$ cat src/rtl/cache_pkg.sv
// cache_pkg: shared geometry constants and FSM state type for the 2-way set-associative cache controller
package cache_pkg;
  localparam int TAG_W  = 4;
  localparam int LINE_W = 1;
  localparam int OFF_W  = 3;
  localparam int DATA_W = 8;
  localparam int ADDR_W = TAG_W + LINE_W + OFF_W;
  localparam int NLINES = 1 << LINE_W;
  typedef enum logic [1:0] {IDLE, LOOKUP, FILL, RESP} state_t;
endpackage

$ cat src/rtl/cache_tag_store.sv
// cache_tag_store: tag/valid/lru registers with combinational hit compare and victim selection
// Ports: clk, reset (async, active-high); line/tag = lookup key; inv clears valid[line][way];
//   fill installs tag and sets valid[line][way]; touch sets lru[line] = ~way;
//   hit/hit_way = lookup result (way 0 wins); victim = first invalid way, else lru[line].
module cache_tag_store import cache_pkg::*; (
  input  logic              clk,
  input  logic              reset,
  input  logic [LINE_W-1:0] line,
  input  logic [TAG_W-1:0]  tag,
  input  logic              inv,
  input  logic              fill,
  input  logic              touch,
  input  logic              way,
  output logic              hit,
  output logic              hit_way,
  output logic              victim
);
  logic [NLINES-1:0][1:0][TAG_W-1:0] tags;
  logic [NLINES-1:0][1:0]            valid;
  logic [NLINES-1:0]                 lru;
  logic                              h0, h1;
  always_comb begin
    h0      = valid[line][0] && tags[line][0] == tag;
    h1      = valid[line][1] && tags[line][1] == tag;
    hit     = h0 | h1;
    hit_way = ~h0;
    victim  = !valid[line][0] ? 1'b0 : !valid[line][1] ? 1'b1 : lru[line];
  end
  always_ff @(posedge clk or posedge reset) begin
    if (reset) begin
      tags  <= '0;
      valid <= '0;
      lru   <= '0;
    end else begin
      if (inv) valid[line][way] <= 1'b0;
      if (fill) begin
        tags[line][way]  <= tag;
        valid[line][way] <= 1'b1;
      end
      if (touch) lru[line] <= ~way;
    end
  end
endmodule

$ cat src/rtl/cache_set_assoc_ctrl.sv
// cache_set_assoc_ctrl: read-only 2-way set-associative cache controller with byte-wise refill from memory
// Ports: clk, reset (async, active-high); CPU side req_valid/req_addr/req_ready, resp_valid/resp_data/resp_hit;
//   memory side mem_req/mem_addr/mem_ack/mem_rdata; data array side rd*/wr*/wren/wdata/cache_q.
// Optional: define CACHE_STATS_EN to add saturating 16-bit hit_cnt/miss_cnt outputs.
module cache_set_assoc_ctrl import cache_pkg::*; (
  input  logic              clk,
  input  logic              reset,
  input  logic              req_valid,
  input  logic [ADDR_W-1:0] req_addr,
  output logic              req_ready,
  output logic              resp_valid,
  output logic [DATA_W-1:0] resp_data,
  output logic              resp_hit,
  output logic              mem_req,
  output logic [ADDR_W-1:0] mem_addr,
  input  logic              mem_ack,
  input  logic [DATA_W-1:0] mem_rdata,
  output logic [LINE_W-1:0] rdline,
  output logic [OFF_W-1:0]  rdoffset,
  output logic              rdentry,
  output logic [LINE_W-1:0] wrline,
  output logic [OFF_W-1:0]  wroffset,
  output logic              wrentry,
  output logic              wren,
  output logic [DATA_W-1:0] wdata,
  input  logic [DATA_W-1:0] cache_q
`ifdef CACHE_STATS_EN
  ,
  output logic [15:0]       hit_cnt,
  output logic [15:0]       miss_cnt
`endif
);
  state_t             state, state_nx;
  logic [ADDR_W-1:0]  addr_q;
  logic [TAG_W-1:0]   tag_q;
  logic [LINE_W-1:0]  line_q;
  logic [OFF_W-1:0]   off_q;
  logic [OFF_W-1:0]   fill_cnt;
  logic               way_q, hit_q, hit, hit_way, victim, last;
  assign {tag_q, line_q, off_q} = addr_q;
  cache_tag_store u_tags (
    .clk     (clk),
    .reset   (reset),
    .line    (line_q),
    .tag     (tag_q),
    .inv     (state == LOOKUP && !hit),
    .fill    (last),
    .touch   (state == RESP),
    .way     (state == LOOKUP ? victim : way_q),
    .hit     (hit),
    .hit_way (hit_way),
    .victim  (victim)
  );
  always_comb begin
    last       = state == FILL && mem_ack && fill_cnt == '1;
    state_nx   = state == IDLE   ? (req_valid ? LOOKUP : IDLE) :
                 state == LOOKUP ? (hit ? RESP : FILL) :
                 state == FILL   ? (last ? RESP : FILL) : IDLE;
    req_ready  = state == IDLE;
    resp_valid = state == RESP;
    resp_data  = resp_valid ? cache_q : '0;
    resp_hit   = resp_valid && hit_q;
    mem_req    = state == FILL;
    mem_addr   = mem_req ? {tag_q, line_q, fill_cnt} : '0;
  end
  always_ff @(posedge clk or posedge reset) begin
    if (reset) begin
      state    <= IDLE;
      addr_q   <= '0;
      way_q    <= 1'b0;
      hit_q    <= 1'b0;
      fill_cnt <= '0;
      wren     <= 1'b0;
      wdata    <= '0;
      wrline   <= '0;
      wroffset <= '0;
      wrentry  <= 1'b0;
      rdline   <= '0;
      rdoffset <= '0;
      rdentry  <= 1'b0;
    end else begin
      state <= state_nx;
      wren  <= state == FILL && mem_ack;
      if (state == IDLE && req_valid) addr_q <= req_addr;
      if (state == LOOKUP) begin
        hit_q    <= hit;
        way_q    <= hit ? hit_way : victim;
        fill_cnt <= '0;
      end
      if (state == LOOKUP && hit) {rdline, rdoffset, rdentry} <= {line_q, off_q, hit_way};
      if (state == FILL && mem_ack) begin
        {wrline, wroffset, wrentry, wdata} <= {line_q, fill_cnt, way_q, mem_rdata};
        fill_cnt <= fill_cnt + OFF_W'(1);
      end
      if (last) {rdline, rdoffset, rdentry} <= {line_q, off_q, way_q};
    end
  end
`ifdef CACHE_STATS_EN
  always_ff @(posedge clk or posedge reset) begin
    if (reset) begin
      hit_cnt  <= '0;
      miss_cnt <= '0;
    end else if (state == RESP) begin
      if (hit_q && hit_cnt != '1) hit_cnt <= hit_cnt + 16'd1;
      if (!hit_q && miss_cnt != '1) miss_cnt <= miss_cnt + 16'd1;
    end
  end
`endif
endmodule

$ cat config.mk
export PLATFORM = sky130hd
export DESIGN_NAME = cache_set_assoc_ctrl
export DESIGN_NICKNAME = d
export VERILOG_FILES = /design/src/rtl/cache_pkg.sv /design/src/rtl/cache_tag_store.sv /design/src/rtl/cache_set_assoc_ctrl.sv
export SDC_FILE = /design/constraint.sdc
export NUM_CORES = 1
export LEC_CHECK = 0
export ABC_CLOCK_PERIOD_IN_PS = 5000
export CORE_AREA = 10 10 81 83
export CTS_BUF_LIST = sky130_fd_sc_hd__clkbuf_2
export DETAILED_ROUTE_END_ITERATION = 8
export DIE_AREA = 0 0 91 93
export PLACE_DENSITY = 0.9
export SETUP_SLACK_MARGIN = 0.4
export SLEW_MARGIN = 5
export SYNTH_ARGS = -nofsm -noshare
export SYNTH_HDL_FRONTEND = slang
export SYNTH_SLANG_ARGS = --single-unit
$ cat constraint.sdc
create_clock -name clk -period 5 [get_ports clk]
set_input_delay 0.75 -clock clk [delete_from_list [all_inputs] [get_ports clk]]
set_output_delay 0.75 -clock clk [all_outputs]
set_load 0.02 [all_outputs]
# After elaboration in Yosys (flattened, before gate mapping)
# Cells that the tools add are included.
# totals
reg_bits	56
in_bits	28
output_inout_bits	39
word_cells	91
# op_classes
add_sub_neg	1
n_lt_le_gt_ge	4
eq_ne	6
n_mux	40
bitwise_logic	6
n_reduce_logical	14
# ops
op	n
8-bit two-way mux	5
16-bit bitwise mux	1
1-bit two-way mux	15
2-bit two-way mux	6
3-bit two-way mux	4
4-bit two-way mux	3
1-bit logical AND	10
8-bit demux with 1-bit select	1
4-bit == test	2
4-bit bitwise AND	1
4-bit demux with 1-bit select	1
2-bit == test (second input constant)	2
1-bit by 2-bit < comparator with 1-bit output (second input constant)	2
4-bit inverter	1
4-bit bitwise OR	1
2-bit nonzero test	2
3-bit by 1-bit adder with 3-bit output (second input constant)	1
3-bit == test (second input constant)	1
2-bit bitwise mux	1
1-bit demux with 1-bit select	2
2-bit demux with 1-bit select	1
2-bit by 1-bit == test with 1-bit output (second input constant)	1
1-bit >= comparator (second input constant)	2
2-bit zero test	1
3 further kinds	4

# Depth between registers and ports, before layout
# logic_depth
ltp_word	16
mapped_depth	9
mapped_depth_nobuf	8

# By module
# Synthesis repeated with hierarchy kept, for this count alone.
# unflattened
cells_unflattened	211
area_unflattened_um2	2657.5
# by_module_without_submodules
mod	instances	cells_each	area_each_um2	seq_area_each_um2
cache_set_assoc_ctrl	1	112	1544.0	850.8
cache_tag_store	1	99	1113.6	550.5

# Least setup slack after synthesis
# No wires, ideal clock.
# synth_path
path_kind	flip-flop to flip-flop
start	register state[0]
end	register u_tags.tags[0] in the netlist's numbering
setup_time_ps	125
arrival_time_ps	1905
required_ps	4875
setup_slack_ps	2971
path_stages_with_launch	8
path_buffers	0
period_less_slack_ps	2029
path_cell_list	dfrtp_1 inv_1 ha_1 nand2_2 inv_2 nand2_1 nor3_2 mux2_2
# synth_between
elab_cells_between_ends	13
classes_between	order compare: 2; eq/ne: 2; mux: 6; reduce/logical: 3
# synth_rtl
item	line_no	text
start: declaration	cache_set_assoc_ctrl.sv:33	state_t state, state_nx;
start signal: assignment	cache_set_assoc_ctrl.sv:82	state <= state_nx;
2-bit == test	-	
named net mem_req	cache_set_assoc_ctrl.sv:14	output logic mem_req,
1-bit logical AND (2 in a row)	cache_set_assoc_ctrl.sv:55	last = state == FILL && mem_ack && fill_cnt == '1;
end signal: indexed assignment	cache_tag_store.sv:37	tags[line][way] <= tag;
end: declaration	cache_tag_store.sv:18	logic [NLINES-1:0][1:0][TAG_W-1:0] tags;
# The timed path passes the listed nets, and every way through them passes these cells.
# A chain may end at the register's enable or synchronous reset.

# Worst setup path in the final report
# layout_path
start	register state[0]
end	output port mem_addr[3]
# layout_between
elab_chain_len	2
# layout_rtl
item	line_no	text
2-bit == test	cache_set_assoc_ctrl.sv:63	mem_req = state == FILL;
8-bit two-way mux	cache_set_assoc_ctrl.sv:64	mem_addr = mem_req ? {tag_q, line_q, fill_cnt} : '0;
end: declaration	cache_set_assoc_ctrl.sv:15	output logic [ADDR_W-1:0] mem_addr,
# No other way between the ends.

==> results.sh <==
export IMPL_pwr_share_comb=0.504
export IMPL_dpl_hpwl_um=4480
export IMPL_path_cells="inv_1, ha_1, and2_1, clkdlybuf4s50_1"
export IMPL_path_clk_slew_ps=270
export IMPL_swShare=0.402
export IMPL_tightest_slew_ps=685
export IMPL_drive_gt1_frac=0.200
export IMPL_setup_viol=0
export IMPL_grt_use_met3=0.0344
export IMPL_cts_resized=0
export IMPL_synthArstFlopShare=1.00
export IMPL_synth_cell_type_count=35
export IMPL_dieArea_mm2=0.00846
export IMPL_synth_top_area_share=0.526
export IMPL_grt_pass1_vias=1922
export IMPL_whs_path_depth=2
export IMPL_maxSlewViolCount=0
export IMPL_grt_usage=0.144
export IMPL_dr_total_vias=1887
export IMPL_synth_edf_count=0
export IMPL_final_period_utilization=0.599
export IMPL_start_util=0.532
export IMPL_crit_fanout=13
export IMPL_reg2reg_depth=7
export IMPL_cts_setup_buffers=0
export IMPL_cp_slowest_cell="clkdlybuf4s50_1"
export IMPL_grtUsageMet1=0.170
export IMPL_path_class="flip-flop to primary output"
export IMPL_rows=26
export IMPL_synth_avg_cell_area_um2=11.8
export IMPL_tns_ps=0
export IMPL_dp_cells=352
export IMPL_fill_cells=398
export IMPL_die_x_um=91
export IMPL_p_int_uw=1080
export IMPL_worstPathRequired_ps=4250
export IMPL_synth_cell_area_mm2=0.00267
export IMPL_clock_path_buffers=2
export IMPL_ys_warn_count=0
export IMPL_synth_main_ff_cell="dfrtp_1"
export IMPL_critPathLaunchType="flip-flop"
export IMPL_avgRoutedWirePerCell_um=16.5
export IMPL_clockRootBuffer="clkbuf_2"
export IMPL_endpoint_kind="primary output"
export IMPL_relSlewSlack=0.543
export IMPL_multi_input_comb_area_mm2=0.00116
export IMPL_power_switching_uw=728
export IMPL_arrival_ps=2250
export IMPL_ir_drop_v=0.000343
export IMPL_dr_pass1_iters=4
export IMPL_synth_seq_area_share=0.526
export IMPL_numPortBuffers=66
export IMPL_routed_wl_um=5930
export IMPL_fin_worst_skew_ps=39.8
export IMPL_vias_per_cell=5.24
export IMPL_seq_power_share=0.400
export IMPL_clk_latency_ps=450
export IMPL_drv_cap=0
export IMPL_power_density_mw_per_mm2=532
export IMPL_globalRouteOverflowTotal=0
export IMPL_synth_seq_cells=56
export IMPL_postRouteAntennaNets=0
export IMPL_power_leakage_uw=0.00150
export IMPL_fin_cells=360
export IMPL_grt_pass1_wl_um=9980
export IMPL_fmax_ghz=0.334
export IMPL_seq_area_mm2=0.00140
export IMPL_max_stage_delay_ps=610
export IMPL_antenna_cells=0
export IMPL_rsz0062_at_grt="no"
export IMPL_hold_path_class="flip-flop to flip-flop"
export IMPL_finalHoldViolCount=0
export IMPL_yosys_area_top_type="dfrtp_1"
export IMPL_most_common_layout_cells="66 x clkdlybuf4s50_1, 56 x dfrtp_1, 38 x mux2_2"
export IMPL_boundaryPins=67
export IMPL_met2_usage=0.252
export IMPL_antenna_found_initial=0
export IMPL_gp_congestion=0.864
export IMPL_cts_made_buffers=5
export IMPL_core_area_mm2=0.00501
export IMPL_die_h_um=93
export IMPL_synth_nets=260
export IMPL_cts_hold_buffers=0
export IMPL_grt_max_degree=57
export IMPL_status="finished clean"
export IMPL_drc=0
export IMPL_p_clk_frac=0.096
export IMPL_finalNetCount=323
export IMPL_grt_busiest_layer="met2"
export IMPL_syn_inst=226
export IMPL_area_growth_pct=27.5
export IMPL_final_common_cell="clkdlybuf4s50_1"
export IMPL_clock_sinks=56
export IMPL_htree_levels=2
export IMPL_first_iter_violations=185
export IMPL_synth_area_leaders="dfrtp_1 53%, mux2_2 16%, and2_1 4.0%, ha_1 2.8%, mux2i_1 2.3%"
export IMPL_period_minus_slack_ps=3000
export IMPL_cts_tree="done"
routing by layer:
metal / wire length, um / vias to the layer above / part of all wire
met5: 0 / - / 0
met4: 78 / 0 / 0.013
met3: 277 / 7 / 0.047
met2: 3130 / 54 / 0.53
met1: 2440 / 921 / 0.41
li1: - / 905 / -
area by class of cell:
type | instances | share of cell area
Tap cell | 70 | 0.0258
Timing Repair Buffer | 68 | 0.199
Clock buffer | 6 | 0.00883
Clock inverter | 2 | 0.00331
Inverter | 8 | 0.00883
Multi-Input combinational cell | 150 | 0.343
Sequential cell | 56 | 0.412
worst max-delay path: cells and delay by family, from the launching register on:
kind	cells	cell delay, ps
adders and majority gates	1	440
and+or+nand+nor	1	200
buffers and inverters	2	700
DFF	1	470
state kept, by name, indices dropped and copies added, names as in the netlist, named ones only:
signal	cells
way_q	1
u_tags.tags	16
state	2
u_tags.valid	1
hit_q	1
wroffset	3
wrentry	1
u_tags.lru	2
wdata	8
rdoffset	3
rdentry	1
wren	1
wrline	1
fill_cnt	3
addr_q	8
rdline	1
worst paths after layout:
path	start	endpoint	slack [ps]
worst max-delay path	state[0]	mem_addr[3]	2000
worst min-delay path	u_tags.lru[0]	u_tags.lru[0]	530
worst max register to register	state[0]	u_tags.tags[1]	2480
worst min register to register	u_tags.lru[0]	u_tags.lru[0]	530
max in group asynchronous	reset	u_tags.tags[1]	3760
min in group asynchronous	reset	u_tags.valid[1]	760
synth_stat cells (2+ instances only):
cell,count
dfrtp_1,56
mux2_2,38
and2_1,17
nand2_1,14
nor2_1,12
o21ai_0,8
inv_1,7
a21oi_1,6
clkbuf_1,6
ha_1,6
mux2i_1,6
xor2_1,6
a31oi_1,5
nand3_1,5
and3_1,4
nand2b_1,4
a31o_2,2
buf_4,2
buf_6,2
nor3_1,2
o211ai_1,2
o22ai_1,2
o31ai_1,2
through the flow:
stage          cell area, um2  power, uW  worst slack (ps)   util  hold WS, ps
6_report                 3400       1810              2000  0.679          528
5_1_grt                  3400       1930              1820  0.679          553
4_1_cts                  3400       1830              1940  0.679          532
3_5_place_dp             3360       1660              2260  0.671          478
3_3_place_gp             3360       1630              2310  0.671          460
2_1_floorplan            2670       1290              2880      -          444
power groups by stage:
stage | clock network, uW | registers [uW] | logic [uW]
after floorplan | 0 | 759 | 530
after global placement | 0 | 723 | 904
after detailed placement | 0 | 735 | 924
after CTS | 175 | 724 | 927
after global routing | 196 | 748 | 984
final | 173 | 723 | 913
logic make-up after synthesis:
group	synth area share
and+or+nand+nor	0.129
DFF	0.526
muxes	0.187
AOI/OAI and AO/OA	0.0732
buffers and inverters	0.0375
xor gates and xnor gates	0.0197
adders and majority gates	0.0282
Power figures use the tool's default switching activity.
